File: src/rtl/trace_pkg.sv
// Shared constants for the retire trace buffer: record kinds, record width helper
// and field offsets of rec_data for the default parameter set.
package trace_pkg;

  localparam logic [2:0] KIND_NOP   = 3'd0;
  localparam logic [2:0] KIND_REG   = 3'd1;
  localparam logic [2:0] KIND_LOAD  = 3'd2;
  localparam logic [2:0] KIND_STORE = 3'd3;
  localparam logic [2:0] KIND_HALT  = 3'd4;

  function automatic int rec_width(input int cnt_w, input int data_w, input int reg_aw);
    return cnt_w + 3 * data_w + 3 + reg_aw;
  endfunction

  localparam int DATA_W_DEF = 16;
  localparam int REG_AW_DEF = 4;
  localparam int CNT_W_DEF  = 32;

  localparam int REC_W = rec_width(CNT_W_DEF, DATA_W_DEF, REG_AW_DEF);

  // rec_data = {inum, pc, kind, reg, value, addr}, addr in the LSBs.
  localparam int OFS_ADDR  = 0;
  localparam int OFS_VALUE = OFS_ADDR + DATA_W_DEF;
  localparam int OFS_REG   = OFS_VALUE + DATA_W_DEF;
  localparam int OFS_KIND  = OFS_REG + REG_AW_DEF;
  localparam int OFS_PC    = OFS_KIND + 3;
  localparam int OFS_INUM  = OFS_PC + DATA_W_DEF;

endpackage

File: src/rtl/retire_trace_buffer_if.sv
// Retire event bus from the CPU plus the valid/ready record stream to the drain host.
interface retire_trace_buffer_if #(
  parameter int DATA_W = 16,
  parameter int REG_AW = 4,
  parameter int REC_W  = 87
);
  logic              ret_valid;
  logic [DATA_W-1:0] ret_pc;
  logic              ret_regw;
  logic [REG_AW-1:0] ret_wreg;
  logic [DATA_W-1:0] ret_wdata;
  logic              ret_memr;
  logic              ret_memw;
  logic [DATA_W-1:0] ret_maddr;
  logic [DATA_W-1:0] ret_mdata;
  logic              ret_hlt;
  logic              rec_valid;
  logic              rec_ready;
  logic [REC_W-1:0]  rec_data;

  modport master (
    output ret_valid, ret_pc, ret_regw, ret_wreg, ret_wdata, ret_memr, ret_memw,
           ret_maddr, ret_mdata, ret_hlt, rec_ready,
    input  rec_valid, rec_data
  );

  modport slave (
    input  ret_valid, ret_pc, ret_regw, ret_wreg, ret_wdata, ret_memr, ret_memw,
           ret_maddr, ret_mdata, ret_hlt, rec_ready,
    output rec_valid, rec_data
  );
endinterface

File: src/rtl/trace_fifo.sv
// Circular record buffer with first-word-fall-through head, drop-or-overwrite on full,
// and a one-cycle drop pulse for every record lost.
module trace_fifo #(
  parameter int DEPTH     = 16,
  parameter int WIDTH     = 8,
  parameter bit OVERWRITE = 1'b0
) (
  input  logic             clk,
  input  logic             rst,
  input  logic             push_i,
  input  logic [WIDTH-1:0] data_i,
  input  logic             pop_i,
  output logic             valid_o,
  output logic [WIDTH-1:0] data_o,
  output logic             drop_o
);
  localparam int AW = $clog2(DEPTH);

  logic [WIDTH-1:0] mem_q [DEPTH];
  logic [AW:0]      wptr_q, wptr_d;
  logic [AW:0]      rptr_q, rptr_d;
  logic             empty, full, pop, wr_en;

  assign empty = (wptr_q == rptr_q);
  assign full  = (wptr_q[AW] != rptr_q[AW]) && (wptr_q[AW-1:0] == rptr_q[AW-1:0]);
  assign pop   = pop_i && !empty;

  // A pop in the same cycle frees the slot, so a full buffer still takes the push.
  assign drop_o = push_i && full && !pop;
  assign wr_en  = push_i && (!full || pop || OVERWRITE);

  always_comb begin
    // NOTE: every always_comb output gets a default first so no latch is inferred.
    wptr_d = wptr_q;
    rptr_d = rptr_q;
    if (wr_en)
      wptr_d = wptr_q + (AW+1)'(1);
    if (pop || (drop_o && OVERWRITE))
      rptr_d = rptr_q + (AW+1)'(1);
  end

  always_ff @(posedge clk or posedge rst) begin
    // NOTE: state registers use non-blocking assignments so all flops update together.
    if (rst) begin
      wptr_q <= '0;
      rptr_q <= '0;
    end else begin
      wptr_q <= wptr_d;
      rptr_q <= rptr_d;
    end
  end

  // NOTE: storage is not reset; the pointers alone define which entries are live.
  always_ff @(posedge clk) begin
    if (wr_en)
      mem_q[wptr_q[AW-1:0]] <= data_i;
  end

  assign valid_o = !empty;
  assign data_o  = empty ? '0 : mem_q[rptr_q[AW-1:0]];

endmodule

File: src/rtl/retire_trace_buffer.sv
// Classifies CPU retire events into trace records, buffers them for a drain host,
// and keeps cycle/instruction/drop counters with sticky halt and watchdog timeout.
module retire_trace_buffer
  import trace_pkg::*;
#(
  parameter int DATA_W      = 16,
  parameter int REG_AW      = 4,
  parameter int DEPTH       = 16,
  parameter int CNT_W       = 32,
  parameter int CYCLE_LIMIT = 100000,
  parameter bit OVERWRITE   = 1'b0
) (
  input  logic                 clk,
  input  logic                 rst,
  input  logic                 en,
  retire_trace_buffer_if.slave bus,
  output logic [CNT_W-1:0]     cycle_cnt,
  output logic [CNT_W-1:0]     inst_cnt,
  output logic [CNT_W-1:0]     drop_cnt,
  output logic                 halted,
  output logic                 timeout
);
  localparam int REC_WIDTH = rec_width(CNT_W, DATA_W, REG_AW);
  localparam logic [CNT_W-1:0] LIMIT_M1 = CNT_W'(CYCLE_LIMIT - 1);

  logic [CNT_W-1:0]     cycle_q, cycle_d, inst_q, inst_d, drop_q, drop_d;
  logic                 halted_q, halted_d, timeout_q, timeout_d;
  logic                 capture, accept, fifo_drop;
  logic [2:0]           kind;
  logic [REG_AW-1:0]    rec_reg;
  logic [DATA_W-1:0]    rec_value, rec_addr;
  logic [REC_WIDTH-1:0] rec_word;

  function automatic logic [CNT_W-1:0] sat_inc(input logic [CNT_W-1:0] v);
    return (v == {CNT_W{1'b1}}) ? v : v + CNT_W'(1);
  endfunction

  assign capture = en && !halted_q && !timeout_q;
  assign accept  = capture && bus.ret_valid;

  // Halt outranks everything; a load is a register write that also reads memory.
  always_comb begin
    kind      = KIND_NOP;
    rec_reg   = '0;
    rec_value = '0;
    rec_addr  = '0;
    if (bus.ret_hlt) begin
      kind = KIND_HALT;
    end else if (bus.ret_regw && bus.ret_memr) begin
      kind      = KIND_LOAD;
      rec_reg   = bus.ret_wreg;
      rec_value = bus.ret_wdata;
      rec_addr  = bus.ret_maddr;
    end else if (bus.ret_regw) begin
      kind      = KIND_REG;
      rec_reg   = bus.ret_wreg;
      rec_value = bus.ret_wdata;
    end else if (bus.ret_memw) begin
      kind      = KIND_STORE;
      rec_value = bus.ret_mdata;
      rec_addr  = bus.ret_maddr;
    end
  end

  assign rec_word = {inst_q, bus.ret_pc, kind, rec_reg, rec_value, rec_addr};

  trace_fifo #(
    .DEPTH     (DEPTH),
    .WIDTH     (REC_WIDTH),
    .OVERWRITE (OVERWRITE)
  ) u_fifo (
    .clk     (clk),
    .rst     (rst),
    .push_i  (accept),
    .data_i  (rec_word),
    .pop_i   (bus.rec_ready),
    .valid_o (bus.rec_valid),
    .data_o  (bus.rec_data),
    .drop_o  (fifo_drop)
  );

  always_comb begin
    cycle_d   = cycle_q;
    inst_d    = inst_q;
    drop_d    = drop_q;
    halted_d  = halted_q;
    timeout_d = timeout_q;
    if (capture) begin
      cycle_d = sat_inc(cycle_q);
      if (cycle_q == LIMIT_M1)
        timeout_d = 1'b1;
    end
    if (accept) begin
      inst_d = sat_inc(inst_q);
      if (bus.ret_hlt)
        halted_d = 1'b1;
    end
    if (fifo_drop)
      drop_d = sat_inc(drop_q);
  end

  always_ff @(posedge clk or posedge rst) begin
    if (rst) begin
      cycle_q   <= '0;
      inst_q    <= '0;
      drop_q    <= '0;
      halted_q  <= 1'b0;
      timeout_q <= 1'b0;
    end else begin
      cycle_q   <= cycle_d;
      inst_q    <= inst_d;
      drop_q    <= drop_d;
      halted_q  <= halted_d;
      timeout_q <= timeout_d;
    end
  end

  assign cycle_cnt = cycle_q;
  assign inst_cnt  = inst_q;
  assign drop_cnt  = drop_q;
  assign halted    = halted_q;
  assign timeout   = timeout_q;

endmodule

File: src/flat_wrapper.sv
// flat-port wrapper written by rule: the top's interface ports become plain ports
module retire_trace_buffer_flat import trace_pkg::*;
#(
  parameter int DATA_W      = 16,
  parameter int REG_AW      = 4,
  parameter int DEPTH       = 16,
  parameter int CNT_W       = 32,
  parameter int CYCLE_LIMIT = 100000,
  parameter bit OVERWRITE   = 1'b0
)
  (clk, rst, en, cycle_cnt, inst_cnt, drop_cnt, halted, timeout, bus_ret_valid, bus_ret_pc, bus_ret_regw, bus_ret_wreg, bus_ret_wdata, bus_ret_memr, bus_ret_memw, bus_ret_maddr, bus_ret_mdata, bus_ret_hlt, bus_rec_ready, bus_rec_valid, bus_rec_data);
  retire_trace_buffer_if #(.DATA_W(DATA_W), .REG_AW(REG_AW), .REC_W(REC_W)) bus_i ();
  input  logic clk;
  input  logic rst;
  input  logic en;
  output logic [CNT_W-1:0] cycle_cnt;
  output logic [CNT_W-1:0] inst_cnt;
  output logic [CNT_W-1:0] drop_cnt;
  output logic halted;
  output logic timeout;
  input wire logic [$bits(bus_i.ret_valid)-1:0] bus_ret_valid;
  input wire logic [$bits(bus_i.ret_pc)-1:0] bus_ret_pc;
  input wire logic [$bits(bus_i.ret_regw)-1:0] bus_ret_regw;
  input wire logic [$bits(bus_i.ret_wreg)-1:0] bus_ret_wreg;
  input wire logic [$bits(bus_i.ret_wdata)-1:0] bus_ret_wdata;
  input wire logic [$bits(bus_i.ret_memr)-1:0] bus_ret_memr;
  input wire logic [$bits(bus_i.ret_memw)-1:0] bus_ret_memw;
  input wire logic [$bits(bus_i.ret_maddr)-1:0] bus_ret_maddr;
  input wire logic [$bits(bus_i.ret_mdata)-1:0] bus_ret_mdata;
  input wire logic [$bits(bus_i.ret_hlt)-1:0] bus_ret_hlt;
  input wire logic [$bits(bus_i.rec_ready)-1:0] bus_rec_ready;
  output wire logic [$bits(bus_i.rec_valid)-1:0] bus_rec_valid;
  output wire logic [$bits(bus_i.rec_data)-1:0] bus_rec_data;
  assign bus_i.ret_valid = bus_ret_valid;
  assign bus_i.ret_pc = bus_ret_pc;
  assign bus_i.ret_regw = bus_ret_regw;
  assign bus_i.ret_wreg = bus_ret_wreg;
  assign bus_i.ret_wdata = bus_ret_wdata;
  assign bus_i.ret_memr = bus_ret_memr;
  assign bus_i.ret_memw = bus_ret_memw;
  assign bus_i.ret_maddr = bus_ret_maddr;
  assign bus_i.ret_mdata = bus_ret_mdata;
  assign bus_i.ret_hlt = bus_ret_hlt;
  assign bus_i.rec_ready = bus_rec_ready;
  assign bus_rec_valid = bus_i.rec_valid;
  assign bus_rec_data = bus_i.rec_data;
  retire_trace_buffer #(.DATA_W(DATA_W), .REG_AW(REG_AW), .DEPTH(DEPTH), .CNT_W(CNT_W), .CYCLE_LIMIT(CYCLE_LIMIT), .OVERWRITE(OVERWRITE)) u_core (.clk(clk), .rst(rst), .en(en), .bus(bus_i), .cycle_cnt(cycle_cnt), .inst_cnt(inst_cnt), .drop_cnt(drop_cnt), .halted(halted), .timeout(timeout));
endmodule
File: config.mk
export PLATFORM = sky130hd
export DESIGN_NAME = retire_trace_buffer_flat
export DESIGN_NICKNAME = d
export VERILOG_FILES = /design/src/rtl/trace_pkg.sv /design/src/rtl/retire_trace_buffer_if.sv /design/src/rtl/trace_fifo.sv /design/src/rtl/retire_trace_buffer.sv /design/src/flat_wrapper.sv
export SDC_FILE = /design/constraint.sdc
export NUM_CORES = 1
export LEC_CHECK = 0
export BUFFER_PORTS_ARGS = -buffer_cell sky130_fd_sc_hd__buf_2
export CAP_MARGIN = 20
export CORE_MARGIN = 2
export CORE_UTILIZATION = 35
export CTS_CLUSTER_DIAMETER = 60
export CTS_CLUSTER_SIZE = 30
export DETAILED_ROUTE_END_ITERATION = 6
export SKIP_LAST_GASP = 1
export SLEW_MARGIN = 20
export SYNTH_ARGS = -nofsm -noshare
export SYNTH_HDL_FRONTEND = slang
export SYNTH_HIERARCHICAL = 1
export SYNTH_SLANG_ARGS = --single-unit
File: constraint.sdc
create_clock -name clk -period 8.9 [get_ports clk]
set_input_delay 0.445 -clock clk [delete_from_list [all_inputs] [get_ports clk]]
set_output_delay 0.445 -clock clk [all_outputs]
set_load 0.01 [all_outputs]
---- After elaboration in Yosys (flattened, before gate mapping) ----
Memories as Yosys holds them, arrays and structs flattened.
Cells that the tools add are included.
word-level totals
  register bits after elaboration ......... 108
  bits in writable memories ............... 1392
  input port bits ......................... 77
  output and inout port bits .............. 186
  logic and storage cells ................. 61
  memories kept ........................... 1
cells by class
  $add $sub $neg .......................... 5
  equal/unequal tests ..................... 7
  muxes and demuxes ....................... 18
  bitwise operators ....................... 3
  reduce and logical (&&, ||, !) cells .... 20
memory list
  name                 words  width  rd ports  clocked after memory_dff  write ports  RTL line          source
  u_core.u_fifo.mem_q  16     87     1         0                         1            trace_fifo.sv:19  logic [WIDTH-1:0] mem_q [DEPTH];
operators by type and width
  kind                   count
  $mux 16                8
  $add 32x1->32 const B  3
  $eq 32x32->1 const B   3
  $mux 87                1
  $eq 32x17->1 const B   1
  $mux 4                 3
  $add 5x1->5 const B    2
  $reduce_and 2->1       5
  $logic_and 1x1->1      9
  $mux 3                 3
  $eq 5x5->1             1
  $logic_not 1->1        5
  $eq 4x4->1             1
  $not 1->1              3
  $mux 1                 2
  $mux 2                 1
  $logic_or 1x1->1       1
  $ne 1x1->1             1

---- Logic depth before layout (Yosys ltp) ----
  word-level depth ........................ 7
  mapped depth ............................ 9
  gate-level depth less buffers ........... 8

---- Cells and area by module ----
The synthesis kept the hierarchy.
modules (own cells, without submodules)
  module               times used  cells each  area an instance (um^2)  sequential area each (um^2)
  trace_fifo           1           2208        52860.7                  42050.3
  retire_trace_buffer  1           489         5054.8                   2452.4

---- Worst setup path before layout ----
No wires, ideal clock.
  path type ............................... register -> register
  from .................................... register u_core.halted_q, in the netlist u_core/halted
  to ...................................... memory u_core/u_fifo/mem_q[3][0] (netlist name), enable pin
  setup time .............................. 639 ps
  arrival time ............................ 6973 ps
  data required time ...................... 8261 ps
  path slack .............................. 1288 ps
  cell stages (with the launch flop) ...... 5
  path buffers ............................ 1
  cells stage by stage .................... dfrtp_1 -> nor4bb_1 -> buf_4 -> o211ai_1 -> nor3_1
on the way
  cells in the longest elaborated chain, start to end .. 7
RTL lines
  what                            RTL line                    source
  from (decl)                     retire_trace_buffer.sv:27   logic halted_q, halted_d, timeout_q, timeout_d;
  from (signal assigned)          retire_trace_buffer.sv:113  halted_q <= halted_d;
  $logic_not 1->1                 retire_trace_buffer.sv:38   assign capture = en && !halted_q && !timeout_q;
  $logic_and 1x1->1 (2 in a row)  retire_trace_buffer.sv:38
  $logic_and 1x1->1               retire_trace_buffer.sv:39   assign accept = capture && bus.ret_valid;
  via u_core.accept               retire_trace_buffer.sv:28   logic capture, accept, fifo_drop;
  $logic_and 1x1->1               trace_fifo.sv:30            assign wr_en = push_i && (!full || pop || OVERWRITE);
  $mux 1                          trace_fifo.sv:55            if (wr_en)
  $mux 1 (implied by the code)    trace_fifo.sv:56            mem_q[wptr_q[AW-1:0]] <= data_i;
  to (decl)                       trace_fifo.sv:19
The timed path passes the listed nets, and every way through them passes these cells.

---- Worst setup path after layout ----
  from .................................... register u_core.u_fifo.rptr_q[0]
  to ...................................... output bus_rec_data[72]
on the way
  cells in the longest elaborated chain, start to end .. 2
  elaborated cells between the ends (all ways) .. 3
  those cells by class .................... 1 x eq/ne; 1 x mux; 1 x memory
RTL lines
  what                                                RTL line            source
  from (decl)                                         trace_fifo.sv:21    logic [AW:0] rptr_q, rptr_d;
  from (signal assigned)                              trace_fifo.sv:49    rptr_q <= rptr_d;
  $mem_v2 16x87 / $eq 5x5->1 (equally long branches)  --
  $mux 87 (*)                                         trace_fifo.sv:60    assign data_o = empty ? '0 : mem_q[rptr_q[AW-1:0]];
  to (decl)                                           flat_wrapper.sv:33  output wire logic [$bits(bus_i.rec_data)-1:0] bus_rec_data;
Every way passes the cells marked *; elsewhere a longest branch is shown, timed or not.

==> impl_metrics.toml <==
[status]
status = "completed"

[pwr]
power_density_nw_per_um2 = 277
power.ir.vdd_worst_mv = 0.227
p_leak_nw = 21.7

[sta]
setup-violations-final = 0
setup_ws_ns = 3.23
fmax_mhz = 176
drv_slew = 0
fin_setup_tns_ns = 0
fin_crit_sh_pct = 63.7
fin_skew_ns = 0.0593
post-route-min-period_ns = 5.67
slew-limit-headroom_pct = 25.3
finalHoldViolations = 0
max_slew.worst_pin.slew_ns = 1.12
grt_setup_unrepaired = "false"

[logic_synthesis]
synth_top_area_share_pct = 72.2
async_reset_ff_share_pct = 7.20
synth_ff_type = "edfxtp_1"
syn_area_um2 = 57900
syn_area_per_cell_um2 = 21.5
ys_warn_count = 6
syn-instance-count = 2697
ys_types = 56
yosys.area.top_type = "edfxtp_1"
ys_ff_latch = 1500
synth_edf_count = 1392
seq_area_frac_synth_pct = 76.8
synth_nets = 2782
yosys-top-cells-area = "edfxtp_1, mux4_2, dfrtp_1, a22oi_1, xnor2_1"

[routing]
vias = 28700
wl_mm = 144
drc_errors = 0
first_pass_iters = 5
ant_nets = 0
drt_iter0_drc = 2958
detail_route.vias_per_cell = 5.44
routedWlPerCell_um = 27.3

[flow_run]
drv_cap = 0

[worst_setup_path]
cp_cell_sequence = "buf_4 > buf_4 > mux4_2 > a22oi_1 > a21oi_1 > buf_2"
cp_slowest_cell = "dfrtp_4"
cp-end-kind = "primary output"
cp_top_family = "buffers and inverters"
cp-start-kind = "flop"
crit_path_max_fanout = 47
worst-path-buf-inv = 3
cp_common_cell = "buf_4"
critPathArrivalTime_ns = 5.22
path_class = "reg2out"
cpPeakStageDelay_ns = 1.03
required_ns = 8.46

[die]
rows = 149
dieArea_um2 = 169000
coreArea_um2 = 165000
die_w_um = 411
io_pins = 263
start_util_pct = 35.2
die_h_um = 411

[clocking]
numCtsBuffers = 104
cts.clk_slew.worst_paths_ns = 0.08
htree_num_levels = 3
cts_tree = "built"
clkLatencyLatePin_ns = 0.78
post-cts-setup-buffers = 0
post_cts_resized = 0
clk_path_buf_depth = 3
root_buffer = "clkbuf_16"
hold_buffers = 17
cts.sinks = 1500

[grt]
overflow = 0
grt_pass1_vias = 29300
grt_max_degree = 89
grt_pass1_wl_mm = 208
antenna_found_initial = 7
grt_use_met3_pct = 3.48
globalRouteTotalUtil_pct = 16.9
top_usage_layer = "met2"
met1_usage_pct = 24.2
use_met2_pct = 26.6

[min_path]
hold_path_class = "in2reg"

[placed_design]
gp_congestion = 0.769
hpwl_mm = 75.6
dp_slack_ns = 3.90
port_buffers = 262

[finish]
layout.nets = 3079
area_growth_pct = 13.5
drive_above_1_share_pct = 29.4
path summary, 6_finish.rpt:
kind                                         start                         end  slack, ns  depth (start not counted)
setup / recovery           u_core/u_fifo/rptr_q[0]            bus_rec_data[72]       3.23                          6
hold / removal                       bus_rec_ready     u_core/u_fifo/rptr_q[4]       0.08                          3
setup reg to reg           u_core/u_fifo/rptr_q[0]  u_core/u_fifo/mem_q[2][28]       4.45                          6
hold reg to reg                u_core/drop_cnt[23]         u_core/drop_cnt[23]       0.50                          1
max in group asynchronous                      rst         u_core/inst_cnt[11]       7.32                          4
min in group asynchronous                      rst     u_core/u_fifo/rptr_q[2]       0.32                          3
through the flow:
stage                     hold slack, ns  area (um2)  total power, mW  utilization [%]  instances
final                             0.0758       65700             18.2             39.9       5277
after global routing              0.0612       65700             19.0             39.9       5274
after CTS                        0.00872       65700             18.5             39.9       5274
after detailed placement           0.481       61800             13.2             37.5       5060
after global placement             0.479       61800             13.2             37.5       5060
after floorplan                    0.285       57900             11.4                -       2697
power breakdown:
group	switching (mW)	internal [mW]	total, mW
clock network	2.79	2.43	5.21
logic	2.88	2.03	4.91
registers	0.238	7.83	8.07
total	5.90	12.3	18.2
worst min-delay path: cells and delay by family:
family | cells | cell delay, ns
AO/OA/AOI/OAI | 1 | 0.12
XOR/XNOR | 1 | 0.07
buffers and inverters | 1 | 0.14
layer usage:
metal / wire length [um] / vias to the layer above
met3: 11500 / 165
met2: 67300 / 990
li1: - / 11900
met5: 13 / -
met1: 62500 / 15600
met4: 2630 / 2
cell families after synthesis:
family          synth area share (%)
fa+ha+maj                      0.173
compound gates                  3.59
xor+xnor                        1.61
mux                             13.6
simple gates                    2.71
flops                           76.8
buf+inv                         1.45
cell usage after synthesis, drive strengths merged (3+ instances only):
| library cell | number |
|---|---|
| nor2b | 7 |
| clkbuf | 59 |
| and3 | 29 |
| nand4 | 44 |
| and4 | 13 |
| a31oi | 5 |
| or2 | 3 |
| inv | 17 |
| edfxtp | 1392 |
| a22o | 16 |
| nor4 | 13 |
| o211ai | 3 |
| nand2 | 39 |
| nor3 | 18 |
| mux4 | 348 |
| mux2 | 4 |
| dfrtp | 108 |
| nand3 | 38 |
| xnor2 | 71 |
| buf | 83 |
| and2 | 30 |
| a22oi | 174 |
| xor2 | 32 |
| a21oi | 93 |
| nor2 | 28 |
| ha | 8 |
layout by cell type (no fill, tap or decap), types with 5 or more instances in the layout:
cell type,Yosys,final
a21oi_1,93,91
a22o_1,16,16
a22oi_1,174,174
a31oi_1,5,5
and2_1,29,28
and3_1,28,16
and3_4,0,12
and4_1,12,12
buf_2,48,262
buf_4,22,51
clkbuf_16,0,104
clkinv_2,0,6
clkinv_4,0,8
clkinv_8,0,16
clkinvlp_4,0,7
dfrtp_1,108,106
dlygate4sd3_1,0,17
edfxtp_1,1392,1392
ha_1,8,8
inv_1,16,14
inv_12,0,13
inv_16,0,5
inv_6,0,16
inv_8,0,13
mux4_2,348,348
nand2_1,39,39
nand3_1,38,38
nand4_1,41,41
nor2_1,26,25
nor3_1,18,17
nor4_1,11,11
xnor2_1,67,67
xor2_1,32,32
flip-flops by register name, indices dropped and copies added, names as in the netlist:
name,flops
u_core/u_fifo/wptr_q,5
u_core/inst_cnt,32
u_core/cycle_cnt,32
u_core/drop_cnt,32
u_core/timeout,1
u_core/halted,1
u_core/u_fifo/rptr_q,5
u_core/u_fifo/mem_q,1392
final cells by class:
class | instances | area, um2
repair buffers | 333 | 1920
diodes | 3 | 7.51
clock buffers | 107 | 2620
multi-input cells | 1038 | 12700
flip-flops and latches | 1500 | 44500
inverters | 17 | 71.3
clock inverters | 90 | 1160
well taps | 2189 | 2740
fillers | 14500 | 98900
No activity file was read; power rests on OpenSTA's default activity.
